--- config.mk ---
export PLATFORM = sky130hd
export DESIGN_NAME = regfile_access_ctrl_flat
export DESIGN_NICKNAME = d
export VERILOG_FILES = /design/src/rtl/regfile_access_ctrl_if.sv /design/src/rtl/regfile_access_ctrl.sv /design/src/flat_wrapper.sv
export SDC_FILE = /design/constraint.sdc
export NUM_CORES = 1
export LEC_CHECK = 0
export CORE_AREA = 4 4 151 153
export DETAILED_ROUTE_END_ITERATION = 7
export DIE_AREA = 0 0 155 157
export PLACE_DENSITY = 0.75
export SLEW_MARGIN = 20
export SYNTH_ARGS = -nofsm -noshare
export SYNTH_HDL_FRONTEND = slang
export SYNTH_SLANG_ARGS = --single-unit
export TNS_END_PERCENT = 5
--- constraint.sdc ---
create_clock -name clk -period 2.77 [get_ports clk]
set_clock_uncertainty 0.15 [all_clocks]
set_input_delay 0.4155 -clock clk [delete_from_list [all_inputs] [get_ports clk]]
set_output_delay 0.4155 -clock clk [all_outputs]
set_load 0.05 [all_outputs]
--- src/rtl/regfile_access_ctrl_if.sv ---
// Register-file access bundle: operand requests, operand return,
// writeback requests and the raw register-file port.
// The slave modport is the controller's view; master is the CPU/regfile side.
interface regfile_access_ctrl_if #(
   parameter int DATA_WIDTH = 32,
   parameter int SEL_WIDTH  = 5,
   parameter int WB_DEPTH   = 4
);
   localparam int CNT_W = $clog2(WB_DEPTH) + 1;

   // operand request channel
   logic                  req_valid;
   logic                  req_ready;
   logic [SEL_WIDTH-1:0]  req_rs;
   logic [SEL_WIDTH-1:0]  req_rt;

   // operand return channel
   logic                  op_valid;
   logic                  op_ready;
   logic [DATA_WIDTH-1:0] op_a;
   logic [DATA_WIDTH-1:0] op_b;

   // writeback request channel
   logic                  wb_valid;
   logic                  wb_ready;
   logic [SEL_WIDTH-1:0]  wb_addr;
   logic [DATA_WIDTH-1:0] wb_data;
   logic                  wb_hold;
   logic [CNT_W-1:0]      wb_pending;

   // register file port
   logic [SEL_WIDTH-1:0]  read_sel_1;
   logic [SEL_WIDTH-1:0]  read_sel_2;
   logic [DATA_WIDTH-1:0] read_data_1;
   logic [DATA_WIDTH-1:0] read_data_2;
   logic [SEL_WIDTH-1:0]  write_address;
   logic [DATA_WIDTH-1:0] write_data;
   logic                  RegWrite;

   modport master (
      output req_valid, req_rs, req_rt, op_ready,
      output wb_valid, wb_addr, wb_data, wb_hold,
      output read_data_1, read_data_2,
      input  req_ready, op_valid, op_a, op_b, wb_ready, wb_pending,
      input  read_sel_1, read_sel_2, write_address, write_data, RegWrite
   );

   modport slave (
      input  req_valid, req_rs, req_rt, op_ready,
      input  wb_valid, wb_addr, wb_data, wb_hold,
      input  read_data_1, read_data_2,
      output req_ready, op_valid, op_a, op_b, wb_ready, wb_pending,
      output read_sel_1, read_sel_2, write_address, write_data, RegWrite
   );
endinterface

--- src/rtl/regfile_access_ctrl.sv ---
// Register-file access controller for the multicycle CPU.
// Sequences operand reads (IDLE -> READ -> HOLD) and drains a small
// writeback FIFO into the register file, stalling reads that would
// otherwise observe a register with a write still queued.
module regfile_access_ctrl #(
   parameter int DATA_WIDTH = 32,
   parameter int SEL_WIDTH  = 5,
   parameter int WB_DEPTH   = 4
) (
   input  logic                 clk,
   input  logic                 rst_n,
   regfile_access_ctrl_if.slave bus
);
   localparam int PTR_W = $clog2(WB_DEPTH);
   localparam int CNT_W = PTR_W + 1;

   typedef enum logic [1:0] {
      IDLE = 2'd0,
      READ = 2'd1,
      HOLD = 2'd2
   } state_t;

   state_t                state;
   logic [SEL_WIDTH-1:0]  rs_q, rt_q;
   logic [DATA_WIDTH-1:0] op_a_q, op_b_q;
   logic                  op_valid_q;

   logic [SEL_WIDTH-1:0]  fifo_addr [WB_DEPTH];
   logic [DATA_WIDTH-1:0] fifo_data [WB_DEPTH];
   logic [PTR_W-1:0]      wr_ptr, rd_ptr;
   logic [CNT_W-1:0]      count;

   logic wb_ready_c, push, pop, reg_write_c, hazard, req_ready_c, req_fire;

   // True when a pending write to 'a' would be observed by a read of rs/rt.
   // Register 0 is hardwired, so it never creates a dependency.
   function automatic logic raw_hit(input logic [SEL_WIDTH-1:0] a,
                                    input logic [SEL_WIDTH-1:0] rs,
                                    input logic [SEL_WIDTH-1:0] rt);
      return (a != '0) && (((rs != '0) && (a == rs)) || ((rt != '0) && (a == rt)));
   endfunction

   // Handshake and drain qualifiers.
   always_comb begin
      wb_ready_c  = (count < CNT_W'(WB_DEPTH));
      push        = bus.wb_valid & wb_ready_c & (bus.wb_addr != '0);
      // Drain pauses in READ so the captured operands see a stable file.
      reg_write_c = (count != '0) & ~bus.wb_hold & (state != READ);
      pop         = reg_write_c;
   end

   // RAW check against every occupied FIFO slot (head included). A write
   // being pushed this same cycle also counts, otherwise a request issued
   // alongside its producer's writeback would read the stale value.
   always_comb begin
      logic [PTR_W-1:0] offs;
      hazard = 1'b0;
      offs   = '0;
      for (int i = 0; i < WB_DEPTH; i++) begin
         offs = PTR_W'(i) - rd_ptr;
         if (({1'b0, offs} < count) && raw_hit(fifo_addr[i], bus.req_rs, bus.req_rt))
            hazard = 1'b1;
      end
      if (push && raw_hit(bus.wb_addr, bus.req_rs, bus.req_rt))
         hazard = 1'b1;
      req_ready_c = (state == IDLE) & ~hazard;
      req_fire    = bus.req_valid & req_ready_c;
   end

   // Read sequencer: latch selects, capture operands, hold until consumed.
   always_ff @(posedge clk or negedge rst_n) begin
      if (!rst_n) begin
         state      <= IDLE;
         rs_q       <= '0;
         rt_q       <= '0;
         op_a_q     <= '0;
         op_b_q     <= '0;
         op_valid_q <= 1'b0;
      end else begin
         case (state)
            IDLE: begin
               if (req_fire) begin
                  rs_q  <= bus.req_rs;
                  rt_q  <= bus.req_rt;
                  state <= READ;
               end
            end
            READ: begin
               op_a_q     <= (rs_q == '0) ? '0 : bus.read_data_1;
               op_b_q     <= (rt_q == '0) ? '0 : bus.read_data_2;
               op_valid_q <= 1'b1;
               state      <= HOLD;
            end
            HOLD: begin
               if (bus.op_ready) begin
                  op_valid_q <= 1'b0;
                  state      <= IDLE;
               end
            end
            default: state <= IDLE;
         endcase
      end
   end

   // FIFO pointers and occupancy; push and pop may share an edge.
   always_ff @(posedge clk or negedge rst_n) begin
      if (!rst_n) begin
         wr_ptr <= '0;
         rd_ptr <= '0;
         count  <= '0;
      end else begin
         if (push) wr_ptr <= wr_ptr + 1'b1;
         if (pop)  rd_ptr <= rd_ptr + 1'b1;
         case ({push, pop})
            2'b10:   count <= count + 1'b1;
            2'b01:   count <= count - 1'b1;
            default: count <= count;
         endcase
      end
   end

   // FIFO storage; contents are meaningless outside the occupied window.
   always_ff @(posedge clk) begin
      if (push) begin
         fifo_addr[wr_ptr] <= bus.wb_addr;
         fifo_data[wr_ptr] <= bus.wb_data;
      end
   end

   assign bus.req_ready     = req_ready_c;
   assign bus.op_valid      = op_valid_q;
   assign bus.op_a          = op_a_q;
   assign bus.op_b          = op_b_q;
   assign bus.wb_ready      = wb_ready_c;
   assign bus.wb_pending    = count;
   assign bus.read_sel_1    = rs_q;
   assign bus.read_sel_2    = rt_q;
   assign bus.write_address = fifo_addr[rd_ptr];
   assign bus.write_data    = fifo_data[rd_ptr];
   assign bus.RegWrite      = reg_write_c;
endmodule
--- src/flat_wrapper.sv ---
// flat-port wrapper written by rule: the top's interface ports become plain ports
module regfile_access_ctrl_flat 
#(
   parameter int DATA_WIDTH = 32,
   parameter int SEL_WIDTH  = 5,
   parameter int WB_DEPTH   = 4
)
  (clk, rst_n, bus_req_valid, bus_req_rs, bus_req_rt, bus_op_ready, bus_wb_valid, bus_wb_addr, bus_wb_data, bus_wb_hold, bus_read_data_1, bus_read_data_2, bus_req_ready, bus_op_valid, bus_op_a, bus_op_b, bus_wb_ready, bus_wb_pending, bus_read_sel_1, bus_read_sel_2, bus_write_address, bus_write_data, bus_RegWrite);
  regfile_access_ctrl_if #(.DATA_WIDTH(DATA_WIDTH), .SEL_WIDTH(SEL_WIDTH), .WB_DEPTH(WB_DEPTH)) bus_i ();
  input  logic clk;
  input  logic rst_n;
  input wire logic [$bits(bus_i.req_valid)-1:0] bus_req_valid;
  input wire logic [$bits(bus_i.req_rs)-1:0] bus_req_rs;
  input wire logic [$bits(bus_i.req_rt)-1:0] bus_req_rt;
  input wire logic [$bits(bus_i.op_ready)-1:0] bus_op_ready;
  input wire logic [$bits(bus_i.wb_valid)-1:0] bus_wb_valid;
  input wire logic [$bits(bus_i.wb_addr)-1:0] bus_wb_addr;
  input wire logic [$bits(bus_i.wb_data)-1:0] bus_wb_data;
  input wire logic [$bits(bus_i.wb_hold)-1:0] bus_wb_hold;
  input wire logic [$bits(bus_i.read_data_1)-1:0] bus_read_data_1;
  input wire logic [$bits(bus_i.read_data_2)-1:0] bus_read_data_2;
  output wire logic [$bits(bus_i.req_ready)-1:0] bus_req_ready;
  output wire logic [$bits(bus_i.op_valid)-1:0] bus_op_valid;
  output wire logic [$bits(bus_i.op_a)-1:0] bus_op_a;
  output wire logic [$bits(bus_i.op_b)-1:0] bus_op_b;
  output wire logic [$bits(bus_i.wb_ready)-1:0] bus_wb_ready;
  output wire logic [$bits(bus_i.wb_pending)-1:0] bus_wb_pending;
  output wire logic [$bits(bus_i.read_sel_1)-1:0] bus_read_sel_1;
  output wire logic [$bits(bus_i.read_sel_2)-1:0] bus_read_sel_2;
  output wire logic [$bits(bus_i.write_address)-1:0] bus_write_address;
  output wire logic [$bits(bus_i.write_data)-1:0] bus_write_data;
  output wire logic [$bits(bus_i.RegWrite)-1:0] bus_RegWrite;
  assign bus_i.req_valid = bus_req_valid;
  assign bus_i.req_rs = bus_req_rs;
  assign bus_i.req_rt = bus_req_rt;
  assign bus_i.op_ready = bus_op_ready;
  assign bus_i.wb_valid = bus_wb_valid;
  assign bus_i.wb_addr = bus_wb_addr;
  assign bus_i.wb_data = bus_wb_data;
  assign bus_i.wb_hold = bus_wb_hold;
  assign bus_i.read_data_1 = bus_read_data_1;
  assign bus_i.read_data_2 = bus_read_data_2;
  assign bus_req_ready = bus_i.req_ready;
  assign bus_op_valid = bus_i.op_valid;
  assign bus_op_a = bus_i.op_a;
  assign bus_op_b = bus_i.op_b;
  assign bus_wb_ready = bus_i.wb_ready;
  assign bus_wb_pending = bus_i.wb_pending;
  assign bus_read_sel_1 = bus_i.read_sel_1;
  assign bus_read_sel_2 = bus_i.read_sel_2;
  assign bus_write_address = bus_i.write_address;
  assign bus_write_data = bus_i.write_data;
  assign bus_RegWrite = bus_i.RegWrite;
  regfile_access_ctrl #(.DATA_WIDTH(DATA_WIDTH), .SEL_WIDTH(SEL_WIDTH), .WB_DEPTH(WB_DEPTH)) u_core (.clk(clk), .rst_n(rst_n), .bus(bus_i));
endmodule
==> metrics.md, run 1 <==
| Metric | Value |
|---|---|
| VDD IR max | `0.818 mV` |
| Port bufs | `234` |
| Data required, critical path | `2.20 ns` |
| Yosys warns | `0` |
| DRT Pass-1 Iters | `4` |
| Max-Cap Viols | `0` |
| Global-route wire length before repair | `36900 um` |
| Initial antenna violation count | `0` |
| Vias in the first global route | `6431` |
| Worst r2r path cells | `8` |
| Setup crit end kind | `output port` |
| Fin crit period | `2.95 ns` |
| Post-Layout Cell Count | `1111` |
| Post-Syn Nets | `657` |
| Tot GR Track Use | `19.4%` |
| Failing checks | `setup timing` |
| Async set or reset register ratio after synthesis | `36.2%` |
| Die H | `157 um` |
| Critical path arrival | `2.38 ns` |
| Met2 global-route usage | `34.1%` |
| Routability cong. | `0.899` |
| Layout cells sized above 1 | `24.1%` |
| Hold Violations, Final | `0` |
| Distinct cells, synth | `34` |
| Number of remaining DRC errors | `0` |
| DR iter-0 viols | `273` |
| Cts bufs inserted | `25` |
| Vias | `5898` |
| Post-synth top flop | `edfxtp_1` |
| RSZ-0062 raised after global routing | `yes` |
| Avg Synthesized Cell Area | `17.7 um^2` |
| Global routing met3 resource utilization | `5.99%` |
| Longest Clk Path Bufs | `3` |
| Fillers | `1538` |
| Flops & latches, synth | `232` |
| WL/cell | `21.6 um` |
| Root Buffer Master | `clkbuf_16` |
| Place WS | `-0.143 ns` |
| Relative slew margins | `52.6%` |
| Post-synth EDFFs | `148` |
| Area Growth Syn to Fin | `43.3%` |
| Multi-input logic area | `2700 um^2` |
| FMAX | `339 MHz` |
| Pins Over Slew Limit | `0` |
| Seq/Total Area, Yosys | `69.9%` |
| Row Count | `54` |
| Final setup fails | `1` |
| GRT overflow | `0` |
| Worst-path clk slew | `0.06 ns` |
| Mapped Cells | `530` |
| Leakage | `5.07 nW` |
| Tcrit/Tclk final | `106%` |
| Nets | `940` |
| Pwr/cell area | `1280 nW/um^2` |
| Worst Hold Class | `primary input to async pin` |
| Io pins | `235` |
| Crit path launch type | `register` |
| DRT Wirelength | `24000 um` |
| Vias per Instance | `5.31` |
| Outcome | `complete, but fails checks` |
| H-tree depth | `1` |
| Clk Latency, worst-skew pair | `0.53 ns` |
| Post-DP HPWL | `16400 um` |
| Core Area | `21600 um^2` |
| Worst-margin pin slew | `0.710 ns` |
| Die area | `24300 um^2` |
| Starting Density | `43.5%` |
| CTS tree | `done` |
| Die X | `155 um` |
| Largest net degree at the start of global routing | `68` |
| Detail Route Antenna Nets | `0` |
| Most common cell after layout, fill and taps aside | `clkdlybuf4s50_1` |
| Most frequent cells in the layout | `194 x clkdlybuf4s50_1, 148 x edfxtp_1, 82 x dfrtp_1, 64 x a22o_1, 45 x buf_4` |
| CTS Sinks | `232` |
| Routing usage on met1 | `23.2%` |
| Setup CP Type | `register to output port` |
| Critical Path Fanout Max | `2` |
| FF+latch area | `6550 um^2` |
| Post-Syn Area | `9370 um^2` |
| Worst setup margin | `-0.177 ns` |
| Placed Cells | `1056` |
| Grt peak-use layer | `met2` |
| Ant. Diodes | `0` |
==> cell families after synthesis <==
| family | share of synthesized area [%] |
|---|---|
| DFF | 69.9 |
| AOI/OAI and AO/OA | 7.80 |
| xor gates and xnor gates | 5.33 |
| and+or+nand+nor | 3.18 |
| muxes | 10.5 |
| buffers and inverters | 1.98 |
| adders and majority gates | 1.42 |
==> synthesized netlist by cell type, types with 2 or more instances <==
master | instances | share of area (%)
a21oi_1 | 11 | 0.59
a22o_1 | 64 | 6.0
and2_2 | 5 | 0.40
buf_1 | 8 | 0.32
buf_2 | 10 | 0.53
clkbuf_1 | 14 | 0.56
dfrtp_1 | 84 | 22
edfxtp_1 | 148 | 47
ha_1 | 9 | 1.2
inv_1 | 11 | 0.44
mux2_4 | 9 | 1.4
mux4_2 | 37 | 8.9
nand2_1 | 7 | 0.28
nand2b_1 | 3 | 0.20
nand4_1 | 10 | 0.67
nor2_1 | 6 | 0.24
nor3_1 | 14 | 0.75
o21ai_0 | 5 | 0.27
o22ai_1 | 2 | 0.13
or4_1 | 4 | 0.32
xnor2_1 | 25 | 2.3
xor2_1 | 32 | 3.0
==> worst max-delay path, stage by stage, from the launching register on <==
cell,delay [ns]
edfxtp_1,0.40
or4_4,0.55
o22ai_4,0.19
a21oi_2,0.07
a2111oi_4,0.30
and2_4,0.21
buf_12,0.13
==> per-layer routing <==
metal / routed length (um) / share of wire (%)
met5: 0 / 0
met4: 626 / 2.6
met3: 2220 / 9.2
met2: 11900 / 50
met1: 9270 / 39
==> per-stage QoR <==
stage	setup TNS, ns	instance area (um^2)	util, %	hold WS (ns)	total power, mW
after CTS	-2.07	13300	61.5	0.324	17.0
after detailed placement	-0.837	12400	57.5	0.330	13.7
after global placement	-0.480	12400	57.5	0.313	13.6
after floorplan	-0.603	9380	-	-0.0301	10.6
after global routing	-0.749	13400	62.3	0.335	17.9
final	-0.177	13400	62.3	0.330	17.1
==> final timing paths <==
check                      slack (ns)                       end                   start
max reg2reg                      0.26  u_core.bus.read_sel_2[4]  u_core.fifo_addr[3][1]
min reg2reg                      0.36       u_core.bus.op_valid         u_core.state[1]
min                              0.33        u_core.bus.op_b[6]                   rst_n
max                             -0.18             bus_req_ready  u_core.fifo_addr[3][1]
min in group clk                 0.35       u_core.bus.op_a[24]     bus_read_data_1[24]
max in group asynchronous        1.51  u_core.bus.read_sel_2[3]                   rst_n
==> cell type report <==
class | instances | area share [%]
clock buffer | 31 | 4.83
timing repair buffer | 289 | 22.5
clock inverter | 14 | 0.904
tap | 280 | 2.61
multi-input combinational | 254 | 20.1
sequential | 232 | 48.8
inverter | 11 | 0.307
==> what timing repair did <==
action                                 CTS  global route
setup buffers                            6             3
hold buffers                             1             0
resized for setup                       13            37
pin swaps                                4             3
endpoints found under the hold margin   48             0
setup endpoints to repair               30            30
==> where the power goes <==
group          total, mW  internal (mW)  switching (mW)
Clock               3.09           1.77            1.32
Combinational       8.93           3.57            5.36
Sequential          5.12           4.61           0.518
==> flip-flops by register name (all words and copies together), names as in the netlist <==
signal,cells
u_core.state,2
u_core.bus.op_b,32
u_core.fifo_addr,20
u_core.bus.op_valid,1
u_core.fifo_data,128
u_core.bus.read_sel_1,5
u_core.rd_ptr,2
u_core.bus.wb_pending,3
u_core.bus.op_a,32
u_core.wr_ptr,2
u_core.bus.read_sel_2,5
Power figures use the tool's default switching activity.
==> run 2, diff against run 1 <==
--- a/config.mk
+++ b/config.mk
@@ -5,10 +5,12 @@
 export SDC_FILE = /design/constraint.sdc
 export NUM_CORES = 1
 export LEC_CHECK = 0
-export CORE_AREA = 4 4 151 153
+export CELL_PAD_IN_SITES_DETAIL_PLACEMENT = 2
+export CELL_PAD_IN_SITES_GLOBAL_PLACEMENT = 2
+export CORE_AREA = 4 4 179 181
 export DETAILED_ROUTE_END_ITERATION = 7
-export DIE_AREA = 0 0 155 157
-export PLACE_DENSITY = 0.75
+export DIE_AREA = 0 0 183 185
+export PLACE_DENSITY_LB_ADDON = 0.1
 export SLEW_MARGIN = 20
 export SYNTH_ARGS = -nofsm -noshare
 export SYNTH_HDL_FRONTEND = slang
==> run 2 against run 1 <==
  * The flow still finishes with violations (setup timing)
  * Worst hold slack worse by 0.16 ns
  * Clock power grew 5%
  * Sequential cell count did not move
  * Via count rose by 0.71%
  * Routed wire length is 18% higher
  * Register-to-register slack got worse by 0.17 ns
  * Sequential share of layout area down 0.086 points
  * Cell count is 11% higher
  * Worst setup slack improved by 0.025 ns
  * Total power shrank 0.45%
==> metrics.md, run 2 (same netlist as run 1, synthesis figures left out) <==
| Metric | Value |
|---|---|
| Global-route wire length before repair | `41900 um (was 36900 um)` |
| Crit path launch type | `register (unchanged)` |
| Place WS | `-0.167 ns (was -0.143 ns)` |
| Longest Clk Path Bufs | `3 (unchanged)` |
| Cts bufs inserted | `27 (was 25)` |
| Row Count | `64 (was 54)` |
| Biggest register | `u_core.fifo_data (unchanged)` |
| Vias per Instance | `4.81 (was 5.31)` |
| Worst Hold Class | `primary input to async pin (unchanged)` |
| Die H | `185 um (was 157 um)` |
| Io pins | `235 (unchanged)` |
| Number of remaining DRC errors | `0 (unchanged)` |
| Max reg flops | `128 (unchanged)` |
| Die area | `33900 um^2 (was 24300 um^2)` |
| Initial antenna violation count | `2 (was 0)` |
| Hold Violations, Final | `0 (unchanged)` |
| CTS tree | `done (unchanged)` |
| Relative slew margins | `47.3% (was 52.6%)` |
| Data required, critical path | `2.20 ns (about the same)` |
| Post-Layout Cell Count | `1235 (was 1111)` |
| Routability cong. | `0.837 (was 0.899)` |
| Die X | `183 um (was 155 um)` |
| Delay-heaviest family, CP | `simple AND/OR/NAND/NOR gates (unchanged)` |
| DRT Pass-1 Iters | `4 (unchanged)` |
| Tcrit/Tclk final | `106% (about the same)` |
| Multi-input logic area | `2720 um^2 (was 2700 um^2)` |
| Detail Route Antenna Nets | `0 (unchanged)` |
| Clk Latency, worst-skew pair | `0.54 ns (was 0.53 ns)` |
| H-tree depth | `1 (unchanged)` |
| CTS Sinks | `232 (unchanged)` |
| Post-DP HPWL | `19600 um (was 16400 um)` |
| RSZ-0062 raised after global routing | `yes (unchanged)` |
| FMAX | `342 MHz (was 339 MHz)` |
| Outcome | `complete, but fails checks (unchanged)` |
| Root Buffer Master | `clkbuf_16 (unchanged)` |
| Core Area | `30400 um^2 (was 21600 um^2)` |
| Fillers | `2952 (was 1538)` |
| CP peak stage delay | `0.54 ns (was 0.55 ns)` |
| Pwr/cell area | `1270 nW/um^2 (was 1280 nW/um^2)` |
| Worst-path clk slew | `0.06 ns (about the same)` |
| Most common cell after layout, fill and taps aside | `clkdlybuf4s50_1 (unchanged)` |
| DR iter-0 viols | `222 (was 273)` |
| Critical path's slowest cell | `or4_4 (unchanged)` |
| Final setup fails | `1 (unchanged)` |
| Leakage | `5.06 nW (was 5.07 nW)` |
| Pins Over Slew Limit | `0 (unchanged)` |
| Buffers plus inverters on the worst setup path | `1 (unchanged)` |
| GRT overflow | `0 (unchanged)` |
| Port bufs | `234 (unchanged)` |
| DRT Wirelength | `28200 um (was 24000 um)` |
| VDD IR max | `0.860 mV (was 0.818 mV)` |
| Area Growth Syn to Fin | `43.6% (was 43.3%)` |
| Design area | `13500 um^2 (was 13400 um^2)` |
| FF+latch area | `6550 um^2 (unchanged)` |
| Failing checks | `setup timing (unchanged)` |
| Critical path arrival | `2.36 ns (was 2.38 ns)` |
| Setup CP Type | `register to output port (unchanged)` |
| WL/cell | `22.8 um (was 21.6 um)` |
| Worst path cell trace | `or4_4 > o22ai_2 > a21oi_2 > a2111oi_4 > and2_4 > buf_12 (was or4_4 > o22ai_4 > a21oi_2 > a2111oi_4 > and2_4 > buf_12)` |
| Placed cell areas | `12400 um^2 (about the same)` |
| Starting Density | `30.8% (was 43.5%)` |
| Vias | `5940 (was 5898)` |
| Most frequent cells in the layout | `193 x clkdlybuf4s50_1, 148 x edfxtp_1, 82 x dfrtp_1, 77 x buf_4, 64 x a22o_1 (was 194 x clkdlybuf4s50_1, 148 x edfxtp_1, 82 x dfrtp_1, 64 x a22o_1, 45 x buf_4)` |
| Placed Cells | `1173 (was 1056)` |
| Critical Path Fanout Max | `2 (unchanged)` |
| Worst-margin pin slew | `0.790 ns (was 0.710 ns)` |
| Fin crit period | `2.92 ns (was 2.95 ns)` |
| Nets | `944 (was 940)` |
| Vias in the first global route | `6691 (was 6431)` |
| Worst setup margin | `-0.153 ns (was -0.177 ns)` |
| Max-Cap Viols | `0 (unchanged)` |
| Layout cells sized above 1 | `24.8% (was 24.1%)` |
| Tot GR Track Use | `16.0% (was 19.4%)` |
| Largest net degree at the start of global routing | `68 (unchanged)` |
| Setup crit end kind | `output port (unchanged)` |
## run 2: path summary, 6_finish.rpt
check,depth (start not counted),startpoint,end,slack [ns]
worst max-delay path,6,u_core.fifo_addr[3][2],bus_req_ready,-0.15
worst min-delay path,2,rst_n,u_core.bus.op_b[8],0.17
worst max register to register,13,u_core.rd_ptr[0],u_core.bus.read_sel_2[2],0.09
worst min register to register,1,u_core.bus.op_b[12],u_core.bus.op_b[12],0.35
max in group asynchronous,3,rst_n,u_core.bus.read_sel_2[0],1.63
min in group clk,2,bus_read_data_2[19],u_core.bus.op_b[19],0.33
## run 2: timing repair
| action | in CTS | in global routing |
|---|---|---|
| setup buffers | 5 | 5 |
| hold buffers | 1 | 0 |
| pin swaps | 5 | 5 |
| endpoints found under the setup margin | 33 | 34 |
| gates resized for setup | 10 | 23 |
| endpoints found under the hold margin | 60 | 0 |
## run 2: power breakdown
part           switching (mW)  internal [mW]  leakage, nW
logic                    5.40           3.30         2.28
registers               0.508           4.61         2.38
clock network            1.37           1.89        0.395
## run 2: through the flow
stage | power [mW] | setup TNS (ns) | hold slack (ns) | utilization (%)
6_report | 17.1 | -0.153 | 0.174 | 44.2
5_1_grt | 17.9 | -0.367 | 0.193 | 44.2
4_1_cts | 17.2 | -1.87 | 0.164 | 43.8
3_5_place_dp | 13.7 | -1.28 | 0.193 | 40.9
3_3_place_gp | 13.5 | -1.11 | 0.190 | 40.9
2_1_floorplan | 10.6 | -0.603 | -0.0301 | -
## run 2: area by class of cell
class / count / share of cell area (%)
sequential: 232 / 48.7
timing repair buffer: 291 / 21.1
multi-input combinational: 254 / 20.2
clock buffer: 34 / 5.22
tap: 396 / 3.68
clock inverter: 16 / 0.828
inverter: 11 / 0.307
antenna: 1 / 0.0186
## run 2: routing by layer
metal	vias to the layer above	global-route usage (%)	routed length, um
met4	2	3.58	577
met5	-	0	10
met2	166	28.8	14700
met3	37	4.01	1700
met1	3087	19.5	11200
li1	2648	-	-
